**src/rtl/select_encode_seq_pkg.sv**
```systemverilog
// Shared encodings and helpers for the select/encode unit.
package select_encode_seq_pkg;

  // field_id encodings
  localparam logic [1:0] FID_NONE = 2'd0;
  localparam logic [1:0] FID_RA   = 2'd1;
  localparam logic [1:0] FID_RB   = 2'd2;
  localparam logic [1:0] FID_RC   = 2'd3;

  // Sequencer state encoding; each step state has the same code as the field it emits
  localparam logic [1:0] ST_IDLE  = 2'd0;
  localparam logic [1:0] ST_RA    = 2'd1;
  localparam logic [1:0] ST_RB    = 2'd2;
  localparam logic [1:0] ST_RC    = 2'd3;

  // Default geometry of the instruction word
  localparam int DEF_DATA_W = 32;
  localparam int DEF_OPC_W  = 5;
  localparam int DEF_ADDR_W = 4;

  // LSB of register field k (0 = Ra, 1 = Rb, 2 = Rc), fields packed just below the opcode
  function automatic int field_lsb(input int data_w, input int opc_w, input int addr_w, input int k);
    return data_w - opc_w - (k + 1) * addr_w;
  endfunction

  // Next field to visit after cur, in order Ra, Rb, Rc; IDLE once no set field remains
  function automatic logic [1:0] next_step(input logic [1:0] cur, input logic [2:0] mask);
    logic [1:0] nxt;
    nxt = ST_IDLE;
    case (cur)
      ST_IDLE: begin
        if (mask[2])      nxt = ST_RA;
        else if (mask[1]) nxt = ST_RB;
        else if (mask[0]) nxt = ST_RC;
        else              nxt = ST_IDLE;
      end
      ST_RA: begin
        if (mask[1])      nxt = ST_RB;
        else if (mask[0]) nxt = ST_RC;
        else              nxt = ST_IDLE;
      end
      ST_RB: begin
        if (mask[0])      nxt = ST_RC;
        else              nxt = ST_IDLE;
      end
      default: nxt = ST_IDLE;
    endcase
    return nxt;
  endfunction

endpackage

```
**src/rtl/select_encode_seq_onehot_decoder.sv**
```systemverilog
// Parametrised index-to-one-hot decoder with an out-of-range flag.
module se_onehot_decoder #(
  parameter int ADDR_W    = 4,
  parameter int REG_COUNT = 16
) (
  input  logic [ADDR_W-1:0]    idx_i,
  output logic [REG_COUNT-1:0] onehot_o,
  output logic                 oor_o
);

  // One bit per implemented register; indices past REG_COUNT leave the vector empty
  always_comb begin
    onehot_o = {REG_COUNT{1'b0}};
    for (int i = 0; i < REG_COUNT; i++) begin
      if (idx_i == ADDR_W'(i)) onehot_o[i] = 1'b1;
      else                     onehot_o[i] = 1'b0;
    end
    oor_o = ({1'b0, idx_i} >= (ADDR_W + 1)'(REG_COUNT));
  end

endmodule

```
**src/rtl/select_encode_seq.sv**
```systemverilog
// Registered register-file select/encode unit with direct and auto-sequence modes.
module select_encode_seq
  import select_encode_seq_pkg::*;
#(
  parameter int REG_COUNT = 16,
  parameter int ADDR_W    = 4,
  parameter int DATA_W    = 32,
  parameter int OPC_W     = 5,
  parameter int CONST_W   = 19
) (
  input  logic                 clock,
  input  logic                 clear,
  input  logic [DATA_W-1:0]    instruction,
  input  logic                 ir_load,
  input  logic                 Gra,
  input  logic                 Grb,
  input  logic                 Grc,
  input  logic                 r_enable,
  input  logic                 r_select,
  input  logic                 BAout,
  input  logic                 c_zext,
  input  logic                 seq_start,
  input  logic [2:0]           seq_mask,
  output logic [REG_COUNT-1:0] register_enable,
  output logic [REG_COUNT-1:0] register_select,
  output logic                 r0_zero,
  output logic [DATA_W-1:0]    C_ext_data,
  output logic [1:0]           field_id,
  output logic                 seq_busy,
  output logic                 seq_done,
  output logic                 index_err
);

  localparam int RA_LSB = field_lsb(DATA_W, OPC_W, ADDR_W, 0);
  localparam int RB_LSB = field_lsb(DATA_W, OPC_W, ADDR_W, 1);
  localparam int RC_LSB = field_lsb(DATA_W, OPC_W, ADDR_W, 2);

  logic [DATA_W-1:0]    ir_q, ir_d;
  logic [1:0]           state_q, state_d;
  logic [2:0]           mask_q, mask_d;
  logic [1:0]           fid_d;
  logic                 busy_d, done_d;
  logic [ADDR_W-1:0]    idx_s;
  logic [REG_COUNT-1:0] dec_onehot_s;
  logic                 dec_oor_s;
  logic                 field_act_s;
  logic [REG_COUNT-1:0] en_d, sel_d;
  logic                 r0_d, err_d;
  logic [CONST_W-1:0]   c_field_s;
  logic [DATA_W-1:0]    cext_d;
  logic                 unused_opc_s;

  // Opcode bits are latched with the word but not decoded here
  assign unused_opc_s = ^ir_d[DATA_W-1 -: OPC_W];

  // Field latch only follows the IR while idle so a sequence sees a stable snapshot
  always_comb begin
    if ((state_q == ST_IDLE) && ir_load) ir_d = instruction;
    else                                 ir_d = ir_q;
  end

  // Sequencer next state and active-field selection (direct mode only when idle and not sequencing)
  always_comb begin
    state_d = state_q;
    mask_d  = mask_q;
    fid_d   = FID_NONE;
    busy_d  = 1'b0;
    done_d  = 1'b0;
    if (state_q == ST_IDLE) begin
      if (seq_start && (seq_mask != 3'b000)) begin
        state_d = next_step(ST_IDLE, seq_mask);
        mask_d  = seq_mask;
      end else begin
        state_d = ST_IDLE;
      end
    end else begin
      state_d = next_step(state_q, mask_q);
    end
    if (state_d != ST_IDLE) begin
      // Step state codes equal the field_id codes of the field they emit
      fid_d  = state_d;
      busy_d = 1'b1;
      done_d = (next_step(state_d, mask_d) == ST_IDLE);
    end else if (state_q == ST_IDLE) begin
      if (Gra)      fid_d = FID_RA;
      else if (Grb) fid_d = FID_RB;
      else if (Grc) fid_d = FID_RC;
      else          fid_d = FID_NONE;
    end else begin
      fid_d = FID_NONE;
    end
  end

  // Pick the register index of the active field
  always_comb begin
    case (fid_d)
      FID_RA:  idx_s = ir_d[RA_LSB +: ADDR_W];
      FID_RB:  idx_s = ir_d[RB_LSB +: ADDR_W];
      FID_RC:  idx_s = ir_d[RC_LSB +: ADDR_W];
      default: idx_s = {ADDR_W{1'b0}};
    endcase
  end

  se_onehot_decoder #(
    .ADDR_W    (ADDR_W),
    .REG_COUNT (REG_COUNT)
  ) u_dec (
    .idx_i    (idx_s),
    .onehot_o (dec_onehot_s),
    .oor_o    (dec_oor_s)
  );

  // Qualify the decoded vector and form the extended constant
  always_comb begin
    field_act_s = (fid_d != FID_NONE);
    if (field_act_s && r_enable)             en_d = dec_onehot_s;
    else                                     en_d = {REG_COUNT{1'b0}};
    if (field_act_s && (r_select || BAout))  sel_d = dec_onehot_s;
    else                                     sel_d = {REG_COUNT{1'b0}};
    // R0 keeps its select bit so the bus mux can route the zero source
    r0_d  = BAout && field_act_s && (idx_s == {ADDR_W{1'b0}}) && sel_d[0];
    err_d = field_act_s && dec_oor_s;
    c_field_s = ir_d[CONST_W-1:0];
    if (c_zext) cext_d = {{(DATA_W-CONST_W){1'b0}}, c_field_s};
    else        cext_d = {{(DATA_W-CONST_W){c_field_s[CONST_W-1]}}, c_field_s};
  end

  // State, latch and output registers; clear forces everything to zero at once
  always_ff @(posedge clock or posedge clear) begin
    if (clear) begin
      ir_q            <= {DATA_W{1'b0}};
      state_q         <= ST_IDLE;
      mask_q          <= 3'b000;
      register_enable <= {REG_COUNT{1'b0}};
      register_select <= {REG_COUNT{1'b0}};
      r0_zero         <= 1'b0;
      C_ext_data      <= {DATA_W{1'b0}};
      field_id        <= FID_NONE;
      seq_busy        <= 1'b0;
      seq_done        <= 1'b0;
      index_err       <= 1'b0;
    end else begin
      ir_q            <= ir_d;
      state_q         <= state_d;
      mask_q          <= mask_d;
      register_enable <= en_d;
      register_select <= sel_d;
      r0_zero         <= r0_d;
      C_ext_data      <= cext_d;
      field_id        <= fid_d;
      seq_busy        <= busy_d;
      seq_done        <= done_d;
      index_err       <= err_d;
    end
  end

endmodule

```
**config.mk**
```make
export PLATFORM = sky130hd
export DESIGN_NAME = select_encode_seq
export DESIGN_NICKNAME = d
export VERILOG_FILES = /design/src/rtl/select_encode_seq_pkg.sv /design/src/rtl/select_encode_seq_onehot_decoder.sv /design/src/rtl/select_encode_seq.sv
export SDC_FILE = /design/constraint.sdc
export NUM_CORES = 1
export LEC_CHECK = 0
export CAP_MARGIN = 20
export CORE_MARGIN = 1
export CORE_UTILIZATION = 45
export DETAILED_ROUTE_END_ITERATION = 8
export GPL_ROUTABILITY_DRIVEN = 0
export GPL_TIMING_DRIVEN = 1
export PLACE_DENSITY = 0.8
export SETUP_SLACK_MARGIN = 0.5
export SLEW_MARGIN = 10
export SYNTH_ARGS = -nofsm -noshare
export SYNTH_HDL_FRONTEND = slang
export SYNTH_SLANG_ARGS = --single-unit
```
**constraint.sdc**
```tcl
create_clock -name clock -period 3.1 [get_ports clock]
set_input_delay 0.62 -clock clock [delete_from_list [all_inputs] [get_ports clock]]
set_output_delay 0.62 -clock clock [all_outputs]
set_load 0.1 [all_outputs]
```
# Yosys cells after proc, flatten, opt, wreduce, memory -nomap -nowiden
# Index checks and enable logic that the tools add are counted.
# W data, S select, Z words.
# classes
n_eq_ne	22
mux	43
n_reduce_logical	15
# op_table
cell	count
$eq A4 B4 Y1 const B	8
$mux W16	2
$mux W2	16
$mux W32	1
$mux W27	1
$mux W1	18
$eq A4 B3 Y1 const B	4
$pmux W4 S3	1
$eq A2 B2 Y1 const B	4
$eq A4 B2 Y1 const B	2
$logic_and A1 B1 Y1	7
$eq A2 B1 Y1 const B	3
$logic_not A2 Y1	3
$mux W3	2
$pmux W2 S3	1
$eq A4 B1 Y1 const B	1
$logic_not A4 Y1	1
$pmux W2 S2	1
$reduce_bool A2 Y1	2
$reduce_bool A3 Y1	1
$logic_or A1 B1 Y1	1
# totals
regBits	101
inputBits	46

# Longest topological paths before layout
# Gate-level depths: netlist of run 1.
# logic_depth
depth_word	13
ltp_mapped	12

# Modules after synthesis
# Synthesis of run 1 repeated with hierarchy kept, for this count alone.
# unflattened
cells_unflattened	258
area_unflattened_um2	3255.6
# modules_own_cells
module	n_inst	cells_per_inst	area_each_um2
select_encode_seq	1	236	3017.9
se_onehot_decoder	1	22	237.7

# Least setup slack after synthesis of run 1
# OpenSTA, ideal clock, no wires.
# synth_timing
kind	register -> register
startpoint	register state_q[0]
endpoint	register register_enable[13]
setup_ps	96
t_arrival_ps	2112
slack_ps	892
path_stages_with_launch	12
n_path_buf	3
period_less_slack_ps	2208
cell_sequence	dfrtp_1 > inv_1 > ha_1 > buf_6 > nor2b_2 > a21boi_2 > a311oi_2 > o21bai_4 > o21ba_1 > buf_6 > buf_6 > nor4_2
# synth_via
elab_chain_cells	10
# synth_rtl
element	line_no	rtl
start, declared	select_encode_seq.sv:39	logic [1:0] state_q, state_d;
start signal, assigned	select_encode_seq.sv:144	state_q <= state_d;
$eq A2 B2 Y1 or $eq A2 B1 Y1 (tied branches)	select_encode_seq_pkg.sv:30	case (cur)
$pmux W2 S2	select_encode_seq_pkg.sv:30	
$mux W2	select_encode_seq.sv:69	if (state_q == ST_IDLE) begin
$reduce_bool A2 Y1	select_encode_seq.sv:79	if (state_d != ST_IDLE) begin
$mux W2	select_encode_seq.sv:79	
$eq A2 B2 Y1 or $eq A2 B1 Y1 (tied branches)	select_encode_seq.sv:96	case (fid_d)
$pmux W4 S3	select_encode_seq.sv:96	
$eq A4 B4 Y1	select_encode_seq_onehot_decoder.sv:15	if (idx_i == ADDR_W'(i)) onehot_o[i] = 1'b1;
$mux W1	select_encode_seq_onehot_decoder.sv:15	
$mux W16 (*)	select_encode_seq.sv:116	if (field_act_s && r_enable) en_d = dec_onehot_s;
named net en_d[13]	select_encode_seq.sv:47	logic [REG_COUNT-1:0] en_d, sel_d;
end signal, assigned	select_encode_seq.sv:134	register_enable <= {REG_COUNT{1'b0}};
end signal, assigned	select_encode_seq.sv:146	register_enable <= en_d;
end, declared	select_encode_seq.sv:24	output logic [REG_COUNT-1:0] register_enable,
# Mark *: on every way through the listed nets, which the timed path passes. The rest lies on a longest branch.

# Worst setup path after layout of run 1
# layout_timing
startpoint	input seq_mask[1]
endpoint	register register_select[15]
# layout_via
elab_chain_cells	11
# layout_rtl
element	line_no	rtl
start, declared	select_encode_seq.sv:23	input logic [2:0] seq_mask,
$mux W2 or $reduce_bool A3 Y1 (tied branches)	select_encode_seq_pkg.sv:33, select_encode_seq.sv:70	
$mux W2 or $logic_and A1 B1 Y1 (tied branches)	select_encode_seq_pkg.sv:32, select_encode_seq.sv:70	
$mux W2 (*)	select_encode_seq.sv:70	if (seq_start && (seq_mask != 3'b000)) begin
$mux W2 (*)	select_encode_seq.sv:69	
named net state_d[0]	select_encode_seq.sv:39	
$reduce_bool A2 Y1	select_encode_seq.sv:79	
$mux W2 (*)	select_encode_seq.sv:79	
$eq A2 B2 Y1 or $eq A2 B1 Y1 (tied branches)	select_encode_seq.sv:96	
$pmux W4 S3	select_encode_seq.sv:96	
$eq A4 B4 Y1	select_encode_seq_onehot_decoder.sv:15	
$mux W1	select_encode_seq_onehot_decoder.sv:15	
$mux W16 (*)	select_encode_seq.sv:118	if (field_act_s && (r_select || BAout)) sel_d = dec_onehot_s;
named net sel_d[15]	select_encode_seq.sv:47	
end signal, assigned	select_encode_seq.sv:135	register_select <= {REG_COUNT{1'b0}};
end signal, assigned	select_encode_seq.sv:147	register_select <= sel_d;
end, declared	select_encode_seq.sv:25	output logic [REG_COUNT-1:0] register_select,
# Marks and branches as above.

==> results of run 1 <==
[per-layer routing]
| metal | up-vias | global-route usage | routed length, um |
|---|---|---|---|
| met3 | 8 | 0.0625 | 530 |
| met2 | 90 | 0.294 | 3410 |
| met1 | 1136 | 0.247 | 2940 |
| li1 | 1071 | - | - |
| met5 | - | 0 | 0 |
| met4 | 0 | 0.0660 | 76 |
[metrics by stage]
stage	area (um2)	total power, mW	worst slack (ps)	hold slack (ps)
2_1_floorplan	3360	2.66	740	444
3_3_place_gp	4140	2.89	92.0	474
3_5_place_dp	4140	2.91	-9.73	478
4_1_cts	4360	3.67	552	496
5_1_grt	4400	3.81	474	516
6_report	4400	3.66	580	486
[cell type report]
cell class / count / area [um2]
clock inverters: 6 / 71.3
multi-input cells: 131 / 1280
well taps: 99 / 124
fillers: 592 / 2820
clock buffers: 10 / 138
repair buffers: 120 / 1010
flip-flops and latches: 69 / 1730
inverters: 13 / 48.8
[repair_timing]
action,CTS,global route
resized for setup,3,7
hold endpoints to repair,0,0
cloned,0,0
endpoints found under the setup margin,18,20
pin swaps,0,1
setup buffers,0,1
[power groups by stage]
stage,registers (mW),clock network [mW],logic [mW]
finish,1.09,0.753,1.81
global route,1.11,0.804,1.90
CTS,1.09,0.770,1.81
detailed placement,1.11,0,1.80
global placement,1.11,0,1.78
floorplan,1.43,0,1.23
[flip-flops by register name (all words and copies together), names as in the netlist, 2 cells and up]
| name | cells |
|---|---|
| state_q | 2 |
| field_id | 2 |
| register_enable | 16 |
| mask_q | 2 |
| register_select | 16 |
| C_ext_data | 20 |
| ir_q | 8 |
[worst register-to-register path, delay by kind of cell (launching register included)]
family                   cells  cell delay [ps]
AO/OA/AOI/OAI                4              930
adder cells (fa/ha/maj)      1              300
buffers and inverters        2              280
flip-flops                   1              360
AND/OR/NAND/NOR              2              500
[cells in the mapped netlist (all sizes together), types with 3 or more instances]
| cell type | n | share of area |
|---|---|---|
| buf | 44 | 0.10 |
| dfrtp | 69 | 0.51 |
| ha | 3 | 0.011 |
| inv | 13 | 0.015 |
| mux2 | 19 | 0.064 |
| mux2i | 8 | 0.024 |
| nand2 | 8 | 0.013 |
| nand3 | 5 | 0.010 |
| nor2 | 4 | 0.0052 |
| nor2b | 4 | 0.0082 |
| nor4 | 33 | 0.10 |
| o211a | 3 | 0.011 |
| o211ai | 5 | 0.016 |
| o21ai | 11 | 0.022 |
| or3 | 3 | 0.0071 |
[final timing paths]
kind	start	end	cells after the start
min	ir_q[21]	ir_q[21]	2
min reg2reg	ir_q[21]	ir_q[21]	2
max	seq_mask[1]	register_select[15]	8
max in group asynchronous	clear	C_ext_data[15]	3
max reg2reg	state_q[1]	register_select[8]	9
min in group asynchronous	clear	C_ext_data[4]	2
[kinds of logic after synthesis]
family                   synth area share
flip-flops                          0.514
other                             0.00112
multiplexers                       0.0876
adder cells (fa/ha/maj)            0.0112
buffers and inverters               0.118
AND/OR/NAND/NOR                     0.159
AO/OA/AOI/OAI                       0.109
==> run summary, run 1 <==
The library cell used most frequently in the layout, excluding fill and tap cells, is buf_4. Counting both buffers and inverters, the worst setup path holds a total of 2. In this run the worst hold path is classified as reg -> reg.

The slack of the worst reg-to-reg path is 630 ps, and the proportion of register bits with asynchronous set or reset after synthesis is 1.00. After detailed routing, the average wire length per cell comes to 15.5 um. The analysis attributes to cell leakage a power of 2.01 nW.

The number of detailed-routing iterations run before antenna repair is 7. The critical path class was in -> reg. In this run the worst path has a maximum fanout of 16.

The clock share of power is 0.206. Proportion of power drawn by combinational gates: 0.495. The tools report the number of placed instances with taps included as 431.

The routed via count came out at 2305. For the global router's overall resource usage, the log shows 0.188. The register bit total from synthesis was 69. In this run the number of H-tree levels came out at 3.

The switching part of the total came out at 0.491. The number of enable-type register cells in the synthesized netlist came out at 0. In the synthesized netlist the dominant register cell turns out to be dfrtp_1. The flow ran to the end, and the final reports show no timing, DRC or antenna violations. The clock passes through at most 2 buffers. At the worst endpoint, the required time is 3340 ps. Port buffer count: 109.

Wires add up to 6960 um. The count of different cell masters after synthesis is 53, and the wire length of the first global-routing pass is 10900 um. In this run, the number of DRC markers left after iteration 0 of detailed routing was 71. The number of global-route vias before repair is 2217.

The data arrival time at the worst-slack endpoint is 2760 ps. In the final design database the tool counted 393 nets. The initial antenna violation count is 0. The tools report the gate count after technology mapping as 257. TritonCTS built the clock tree. The final sum of negative setup slack came out at 0 ps. The root buffer cell chosen for the clock tree is clkbuf_8.

The cell area that synthesis handed to floorplanning was 3360 um2. The top cell types in the final layout, fill and taps aside, are buf_4 (79), dfrtp_1 (69), clkdlybuf4s50_1 (40), nor4_2 (23), mux2_2 (18). After clock tree synthesis, the clock-pin slew on the worst setup and hold paths is 70 ps. The slowest stage of the critical path belongs to the cell clkdlybuf4s50_1. Share of the core filled with cells: 0.610. Internal power comes to 1.86 mW.

IR analysis of the VDD net gives a maximum drop of 0.000343 V. The run gives 0 as the post-route antenna net violation count. For the starting utilization of the core area, the log shows 0.465. The vertical die dimension is 88.4 um.

The tools report the element type at the critical path end as a flip-flop. In this run, CTS created clock tree buffers numbering 9. Period utilization: 0.813. Walking the worst path, the cells encountered are clkdlybuf4s50_1, and2b_1, o21ai_4, nand2_4, or3_1, o221a_2, buf_12, nor4_1.

The total area inside the core boundary comes to 7210 um2. In this run the count of I/O pins placed on the die edge is 116. The fraction of layout instances using a drive strength above 1 is 0.481, and the area of the die is 7810 um2.

The part of the power in registers came out at 0.299. The number of antenna diodes in the final layout is 0. Dividing the synthesized area by the synthesized cell count gives 13.1 um2. The biggest cell delay along the critical path was 540 ps; the total power divided by cell area was 832 nW/um2. For this run, the number of Yosys warnings is 0. The floorplan has 31 rows. CTS sink count: 69. The startpoint type of the worst setup path is an input pin. The final standard cell count with taps included and fillers excluded was 448; the worst-skew pair later-pin latency was 350 ps. Setup violations remaining at the end of the flow were counted as 0.

Based on the critical path, the design can be clocked at up to 0.397 GHz. For the number of max-slew violations in the final report, the log shows 0. The analysis attributes to net switching a power of 1.80 mW.

The remaining design rule violation count is 0, and the post-detailed-route via-to-cell ratio is 5.15. The run gives 0.611 as the worst max-slew margin expressed relative to the limit. When the netlist entered floorplanning its net count stood at 306. The clock period could shrink to 2520 ps. For the total global routing overflow, the log shows 0. The hold violation count in the final report was 0; the slew of the pin with the lowest slew margin was 582 ps. Setup repair after global routing could not meet its margin everywhere. Entering global routing, the biggest net connects 31 pins.

The top cell family by delay on the critical path was simple AND/OR/NAND/NOR gates. The logs give 0 for the number of hold buffers added after CTS and 0 for the number of max-capacitance violations reported. Measured along the x axis, the die boundary spans 88.4 um. The worst clock skew was 11.2 ps; the post-detailed-placement half-perimeter wirelength was 5010 um.

The proportion of synthesized chip area in sequential cells came out at 0.514. The area growth from synthesis to layout is 31.0%.
(Power assumes the default switching activity.)
==> inputs of run 2 (changes only) <==
--- a/config.mk
+++ b/config.mk
@@ -7,11 +7,11 @@
 export LEC_CHECK = 0
 export CAP_MARGIN = 20
 export CORE_MARGIN = 1
-export CORE_UTILIZATION = 45
+export CORE_UTILIZATION = 41
 export DETAILED_ROUTE_END_ITERATION = 8
 export GPL_ROUTABILITY_DRIVEN = 0
 export GPL_TIMING_DRIVEN = 1
-export PLACE_DENSITY = 0.8
+export PLACE_DENSITY = 0.76
 export SETUP_SLACK_MARGIN = 0.5
 export SLEW_MARGIN = 10
 export SYNTH_ARGS = -nofsm -noshare
==> constraint.sdc (replaced) <==
create_clock -name clock -period 2.1 [get_ports clock]
set_input_delay 0.42 -clock clock [delete_from_list [all_inputs] [get_ports clock]]
set_output_delay 0.42 -clock clock [all_outputs]
set_load 0.1 [all_outputs]
==> run summary, run 2 (synthesis gave the netlist of run 1 again) <==
The run finished, with violations left. The final reports fail on setup timing. Width of the die: 92.5 um (was 88.4 um). The wire length per cell after detailed routing works out to 17.3 um (was 15.5 um).

The tools report the number of max-capacitance violations reported as 0 (unchanged). The period utilization is 1.12, and the number of max-slew violations in the final report is 0 (unchanged). Routed via count: 2548 (was 2305). Top flop regs: C_ext_data x20, register_enable x16, register_select x16 (unchanged). The tools report the element type at the critical path end as a flip-flop (unchanged). The net switching power figure is 3.00 mW (was 1.80 mW), and the number of clock buffers inserted by TritonCTS is 9 (unchanged). Total global routing overflow: 0 (unchanged). The hold violation count in the final report was 0 (unchanged). The register containing the most flip-flops in the final layout is C_ext_data (unchanged).

The library cell contributing the largest single delay on the critical path is clkdlybuf4s50_1 (unchanged). The proportion of power drawn by combinational gates came out at 0.581 (was 0.495). The logs give 0.268 (was 0.299) for the part of the power in registers and 0.202 (was 0.188) for the global router's overall resource usage. The tools report the number of hold buffers added after CTS as 0 (unchanged). The total wire length after detailed routing came out at 8880 um (was 6960 um). The final critical delay including setup and external delays was 2340 ps.

The post-detailed-route via-to-cell ratio was 4.98 (was 5.15); the worst setup timing slack at the placement stage was -569 ps (was -9.73 ps). Starting utilization of the core area: 0.430 (was 0.465). The synthesis-to-layout area growth is 63.9% (was 31.0%), and the area of the core region is 7810 um2 (was 7210 um2). The tools report the worst clock skew as 10.3 ps (was 11.2 ps).

The number of diodes added for antenna fixing was 0 (unchanged). The type of the worst min-delay path was in -> async (was reg -> reg). Most used cells in the layout excluding fill and tap cells: buf_4 (108), dfrtp_1 (68), clkdlybuf4s50_1 (38), buf_6 (18), nor4_2 (17) (was buf_4 (79), dfrtp_1 (69), clkdlybuf4s50_1 (40), nor4_2 (23), mux2_2 (18)). For the post-detailed-placement half-perimeter wirelength, the log shows 5280 um (was 5010 um). The detailed router's first-iteration violation count was 80 (was 71); the worst setup slack after layout was -243 ps (was 580 ps). Most frequent standard cell in the layout excluding fill and tap cells: buf_4 (unchanged).

Setup repair after global routing could not meet its margin everywhere. The highest net fanout along the worst path is 7 (was 16), and the vertical die dimension is 92.5 um (was 88.4 um). The final sum of negative setup slack is -6320 ps (was 0 ps), and the data arrival time at the worst-slack endpoint is 2580 ps (was 2760 ps). For the largest vdd supply drop, the log shows 0.000552 V (was 0.000343 V). The CTS clock-pin slew for the worst setup and hold paths is 80 ps (was 70 ps). The number of global-route vias before repair was 2499 (was 2217). TritonCTS built the clock tree. The logs give 350 ps (about the same) for the worst-skew pair later-pin latency and 0 (unchanged) for the post-route antenna net violation count. The final worst hold slack was 426 ps (was 486 ps). The total power divided by cell area is 1110 nW/um2 (was 832 nW/um2), and the post-layout net count is 454 (was 393). The initial antenna violation count was 0 (unchanged).

The clock share of power is 0.152 (was 0.206), and the number of flip-flops in the largest register is 20 (unchanged). For the data required time of the worst path, the log shows 2340 ps (was 3340 ps). By instance count, the cell type seen most on the critical path is buf_4.

The tools report the startpoint type of the worst setup path as an input pin (unchanged). The number of detailed-routing iterations run before antenna repair is 4 (was 7). The number of placement rows was 32 (was 31). The switching part of the total works out to 0.493 (was 0.491).

The run gives 0 (unchanged) as the remaining design rule violation count. The number of buffers and inverters on the critical path came out at 6 (was 2). The tools report the CTS sink count as 69 (unchanged).

For the largest net degree at the start of global routing, the log shows 35 (was 31). Depth of the CTS H-tree: 3 (unchanged). Top cell family by delay on the critical path: buffers and inverters (was simple AND/OR/NAND/NOR gates). Total leakage power: 2.50 nW (was 2.01 nW). Crit-path cells: clkdlybuf4s50_1, buf_6, o211ai_4, nor2_4, buf_4, nor2_4, inv_2, o32a_1, buf_4, nand3_4, buf_4, nor4_4 (was clkdlybuf4s50_1, and2b_1, o21ai_4, nand2_4, or3_1, o221a_2, buf_12, nor4_1). The port buffer count was 109 (unchanged); the final setup violation count was 33 (was 0). The run gives 2 (unchanged) as the maximum number of buffers from clock root to sink. For this run, the top clock speed supported by timing is 0.427 GHz. The wire length of the first global-routing pass was 13100 um (was 10900 um); the area of the die was 8560 um2 (was 7810 um2). The internal power of the cells is 3.09 mW (was 1.86 mW). The master cell of the clock root buffer is clkbuf_8 (unchanged). The count of pins on the block boundary is 116 (unchanged).

The critical path class is in -> reg (unchanged). The biggest cell delay along the critical path is 430 ps (was 540 ps), and the fraction of layout instances using a drive strength above 1 is 0.620 (was 0.481).
run 2: path summary, 6_finish.rpt:
check | start | slack, ps | to | cells past startpoint
setup reg to reg | state_q[1] | -240 | register_select[12] | 9
hold / removal | clear | 430 | C_ext_data[1] | 2
min in group clock | ir_q[23] | 490 | ir_q[23] | 1
max in group asynchronous | clear | 1180 | ir_q[25] | 3
setup / recovery | seq_mask[1] | -240 | register_select[10] | 12
hold reg to reg | ir_q[23] | 490 | ir_q[23] | 1
run 2: layout make-up:
type | instances | area (um2)
clock buffers | 10 | 128
multi-input cells | 133 | 1740
repair buffers | 179 | 1690
inverters | 13 | 52.6
fillers | 513 | 2300
well taps | 102 | 128
clock inverters | 6 | 40.0
flip-flops and latches | 69 | 1730
run 2: layer usage:
layer	vias up	routed length, um	GRT usage
li1	1209	-	-
met1	1254	3940	0.267
met2	79	4410	0.322
met3	6	414	0.0484
met4	0	120	0.0742
met5	-	0	0
run 2: power by group through the flow:
| stage | logic (mW) | clock network [mW] | registers [mW] |
|---|---|---|---|
| after global placement | 2.81 | 0 | 1.64 |
| after floorplan | 1.92 | 0 | 2.11 |
| after global routing | 3.65 | 1.02 | 1.65 |
| final | 3.53 | 0.922 | 1.63 |
| after CTS | 3.16 | 0.958 | 1.63 |
| after detailed placement | 2.84 | 0 | 1.64 |
run 2: metrics by stage:
stage	total power, mW	utilization	std cells	cell area [um2]
2_1_floorplan	4.03	-	257	3500
3_3_place_gp	4.45	0.578	460	4510
3_5_place_dp	4.49	0.578	460	4510
4_1_cts	5.75	0.650	491	5070
5_1_grt	6.33	0.705	512	5500
6_report	6.08	0.705	512	5500
run 2: repair_timing:
action | in CTS | in global routing
gates cloned | 3 | 1
gates resized for setup | 48 | 47
setup endpoints to repair | 53 | 70
endpoints found under the hold margin | 0 | 0
setup buffers | 12 | 20
pin swaps | 22 | 18
==> inputs of run 3 (changes only) <==
--- a/config.mk
+++ b/config.mk
@@ -12,7 +12,7 @@
 export GPL_ROUTABILITY_DRIVEN = 0
 export GPL_TIMING_DRIVEN = 1
 export PLACE_DENSITY = 0.76
-export SETUP_SLACK_MARGIN = 0.5
+export SETUP_SLACK_MARGIN = 0.3
 export SLEW_MARGIN = 10
 export SYNTH_ARGS = -nofsm -noshare
 export SYNTH_HDL_FRONTEND = slang
==> run summary, run 3 (synthesis gave the netlist of run 1 again) <==
The tools report the worst setup slack after layout as -302 ps (was -243 ps). The run gives 0 (unchanged) as the total global routing overflow. The number of flip-flops in the largest register works out to 20 (unchanged). The hold violation count in the final report is 0 (unchanged), and the post-detailed-route via-to-cell ratio is 5.06 (was 4.98). For the clock share of power, the log shows 0.183 (was 0.152). The flow ran to the end, but the final reports show violations. The remaining design rule violation count came out at 0 (unchanged).

Vertical die dimension: 92.5 um (unchanged). The CTS clock-pin slew for the worst setup and hold paths works out to 80 ps (about the same). The post-route antenna net violation count was 0 (unchanged); the initial antenna violation count was 0 (unchanged). The startpoint type of the worst setup path was a flip-flop (was an input pin). The tools report the endpoint of the worst register-to-register path as register_select[14] (was register_select[12]).

For the number of max-slew violations in the final report, the log shows 0 (unchanged). Wire length of the first global-routing pass: 13500 um (was 13100 um). For the area of all placed cells without fillers, the log shows 5320 um2 (was 5500 um2). Number of max-capacitance violations reported: 0 (unchanged).

Cell repeated most along the worst path: buf_4 (unchanged). The run gives 69 (unchanged) as the CTS sink count. For the net switching power figure, the log shows 2.99 mW (was 3.00 mW).

The final critical delay including setup and external delays came out at 2400 ps (was 2340 ps). TritonCTS built the clock tree. The tools report the data arrival time at the worst-slack endpoint as 2660 ps (was 2580 ps).

Number of detailed-routing iterations run before antenna repair: 4 (unchanged). The synthesis-to-layout area growth works out to 58.4% (was 63.9%). The tools report the number of placement rows as 32 (unchanged). The switching part of the total was 0.485 (was 0.493). The critical path class was reg -> reg (was in -> reg). Crit-path cells: inv_2, ha_4, nor2b_4, a21boi_4, a311oi_2, buf_4, o32a_1, nand3_4, buf_12, buf_4, nor4_4 (was clkdlybuf4s50_1, buf_6, o211ai_4, nor2_4, buf_4, nor2_4, inv_2, o32a_1, buf_4, nand3_4, buf_4, nor4_4). The tools report the start point of the critical path as state_q[0] (was seq_mask[1]).

For the final setup violation count, the log shows 33 (unchanged). The proportion of power drawn by combinational gates came out at 0.554 (was 0.581). The run gives 5460 um (was 5280 um) as the post-detailed-placement half-perimeter wirelength. For the total wire length after detailed routing, the log shows 8820 um (was 8880 um). Failing checks: setup timing (unchanged).

The wire length per cell after detailed routing is 17.3 um (about the same), and the total power divided by cell area is 1160 nW/um2 (was 1110 nW/um2). The cell area reported after detailed placement was 4540 um2 (was 4510 um2). Number of diodes added for antenna fixing: 0 (unchanged). The total leakage power was 2.38 nW (was 2.50 nW).

The period utilization was 1.14 (was 1.12). The tools report the capture point of the worst path as register_select[14] (was register_select[10]). Area of the die: 8560 um2 (unchanged). The number of buffers and inverters on the critical path is 4 (was 6). Element type at the critical path end: a flip-flop (unchanged). For the number of global-route vias before repair, the log shows 2599 (was 2499). For the data required time of the worst path, the log shows 2350 ps (was 2340 ps).

The cell count of the worst reg-to-reg path came out at 11 (was 9). Post-layout net count: 451 (was 454). The library cell contributing the largest single delay on the critical path is dfrtp_1 (was clkdlybuf4s50_1).

The number of clock buffers inserted by TritonCTS is 9 (unchanged). Setup repair after global routing could not meet its margin everywhere. The tools report the worst setup timing slack at the placement stage as -683 ps (was -569 ps). The most frequent standard cell in the layout excluding fill and tap cells was buf_4 (unchanged). The starting utilization of the core area was 0.430 (unchanged). Routed via count: 2575 (was 2548). The width of the die works out to 92.5 um (unchanged).

The register containing the most flip-flops in the final layout was C_ext_data (unchanged). The worst-skew pair later-pin latency is 350 ps (about the same). The tools report the slack of the worst reg-to-reg path as -300 ps (was -240 ps).

Maximum number of buffers from clock root to sink: 2 (unchanged). The part of the power in registers came out at 0.264 (was 0.268). The tools report the largest net degree at the start of global routing as 30 (was 35). The cell count along the critical path works out to 11 (was 12). Top cell family by delay on the critical path: compound AO/OA/AOI/OAI gates (was buffers and inverters).

The global router's overall resource usage is 0.208 (was 0.202), and the area of the core region is 7810 um2 (unchanged). The depth of the CTS H-tree is 3 (unchanged). Most used cells in the layout excluding fill and tap cells: buf_4 (118), dfrtp_1 (68), clkdlybuf4s50_1 (39), nor4_2 (21), mux2_2 (18) (was buf_4 (108), dfrtp_1 (68), clkdlybuf4s50_1 (38), buf_6 (18), nor4_2 (17)). Count of pins on the block boundary: 116 (unchanged).

The biggest cell delay along the critical path came out at 390 ps (was 430 ps). The run gives 11.1 ps (was 10.3 ps) as the worst clock skew. The number of hold buffers added after CTS is 0 (unchanged). The type of the worst min-delay path is in -> async (unchanged). Fraction of layout instances using a drive strength above 1: 0.622 (was 0.620).

The port buffer count came out at 109 (unchanged). The highest net fanout along the worst path is 4 (was 7), and the detailed router's first-iteration violation count is 54 (was 80). The largest vdd supply drop is 0.000518 V (was 0.000552 V). The logs give -7130 ps (was -6320 ps) for the final sum of negative setup slack and 3.17 mW (was 3.09 mW) for the internal power of the cells. Top flop regs: C_ext_data x20, register_enable x16, register_select x16 (unchanged).

The tools report the startpoint of the most critical register-to-register path as state_q[0] (was state_q[1]). The master cell of the clock root buffer was clkbuf_8 (unchanged). Maximum clock frequency: 0.416 GHz (was 0.427 GHz).
-- run 3: final cells by class --
class / count / area [um2]
multi-input combinational: 133 / 1610
clock inverter: 6 / 70.1
tap: 102 / 128
timing repair buffer: 176 / 1590
inverter: 13 / 52.6
sequential: 69 / 1730
clock buffer: 10 / 138
fill: 550 / 2490
-- run 3: metal layers --
layer / track usage / routed length [um] / vias up
met3: 0.0542 / 446 / 12
met2: 0.349 / 4420 / 92
met1: 0.260 / 3820 / 1276
met4: 0.0716 / 141 / 0
met5: 0 / 0 / -
li1: - / - / 1195
-- run 3: how the worst min path moves through the flow --
| stage | slack (ps) | start | endpoint | cells after the start |
|---|---|---|---|---|
| after global placement | 480 | ir_q[20] | ir_q[20] | 2 |
| after global routing | 450 | clear | C_ext_data[7] | 2 |
| after detailed placement | 480 | ir_q[20] | ir_q[20] | 2 |
| final | 430 | clear | C_ext_data[7] | 2 |
| after floorplan | 450 | ir_q[21] | ir_q[21] | 2 |
| after CTS | 440 | clear | C_ext_data[7] | 2 |
-- run 3: power groups by stage --
stage / Clock [mW] / Combinational, mW / Sequential [mW]
floorplan: 0 / 1.92 / 2.11
global placement: 0 / 2.84 / 1.64
detailed placement: 0 / 2.86 / 1.65
CTS: 1.14 / 3.21 / 1.63
global route: 1.21 / 3.53 / 1.65
finish: 1.13 / 3.41 / 1.62
-- run 3: repair_timing --
item                       4_1_cts  5_1_grt
pin swaps                       22       16
setup buffers                   17        9
gates resized for setup         35       12
gates cloned                     3        0
setup endpoints to repair       33       49
-- run 3: worst reg2reg max path, cell delays in order, from the launching register on --
cell	delay (ps)
dfrtp_1	390
inv_2	90
ha_4	200
nor2b_4	130
a21boi_4	160
a311oi_2	310
buf_4	170
o32a_1	230
nand3_4	120
buf_12	150
buf_4	130
nor4_4	230
-- run 3: stage by stage --
stage               std cells  hold WS [ps]   util  power [mW]
floorplan                 257           450      -        4.03
global placement          464           475  0.582        4.47
detailed placement        464           485  0.582        4.51
CTS                       500           440  0.661        5.98
global route              509           453  0.681        6.39
finish                    509           429  0.681        6.16
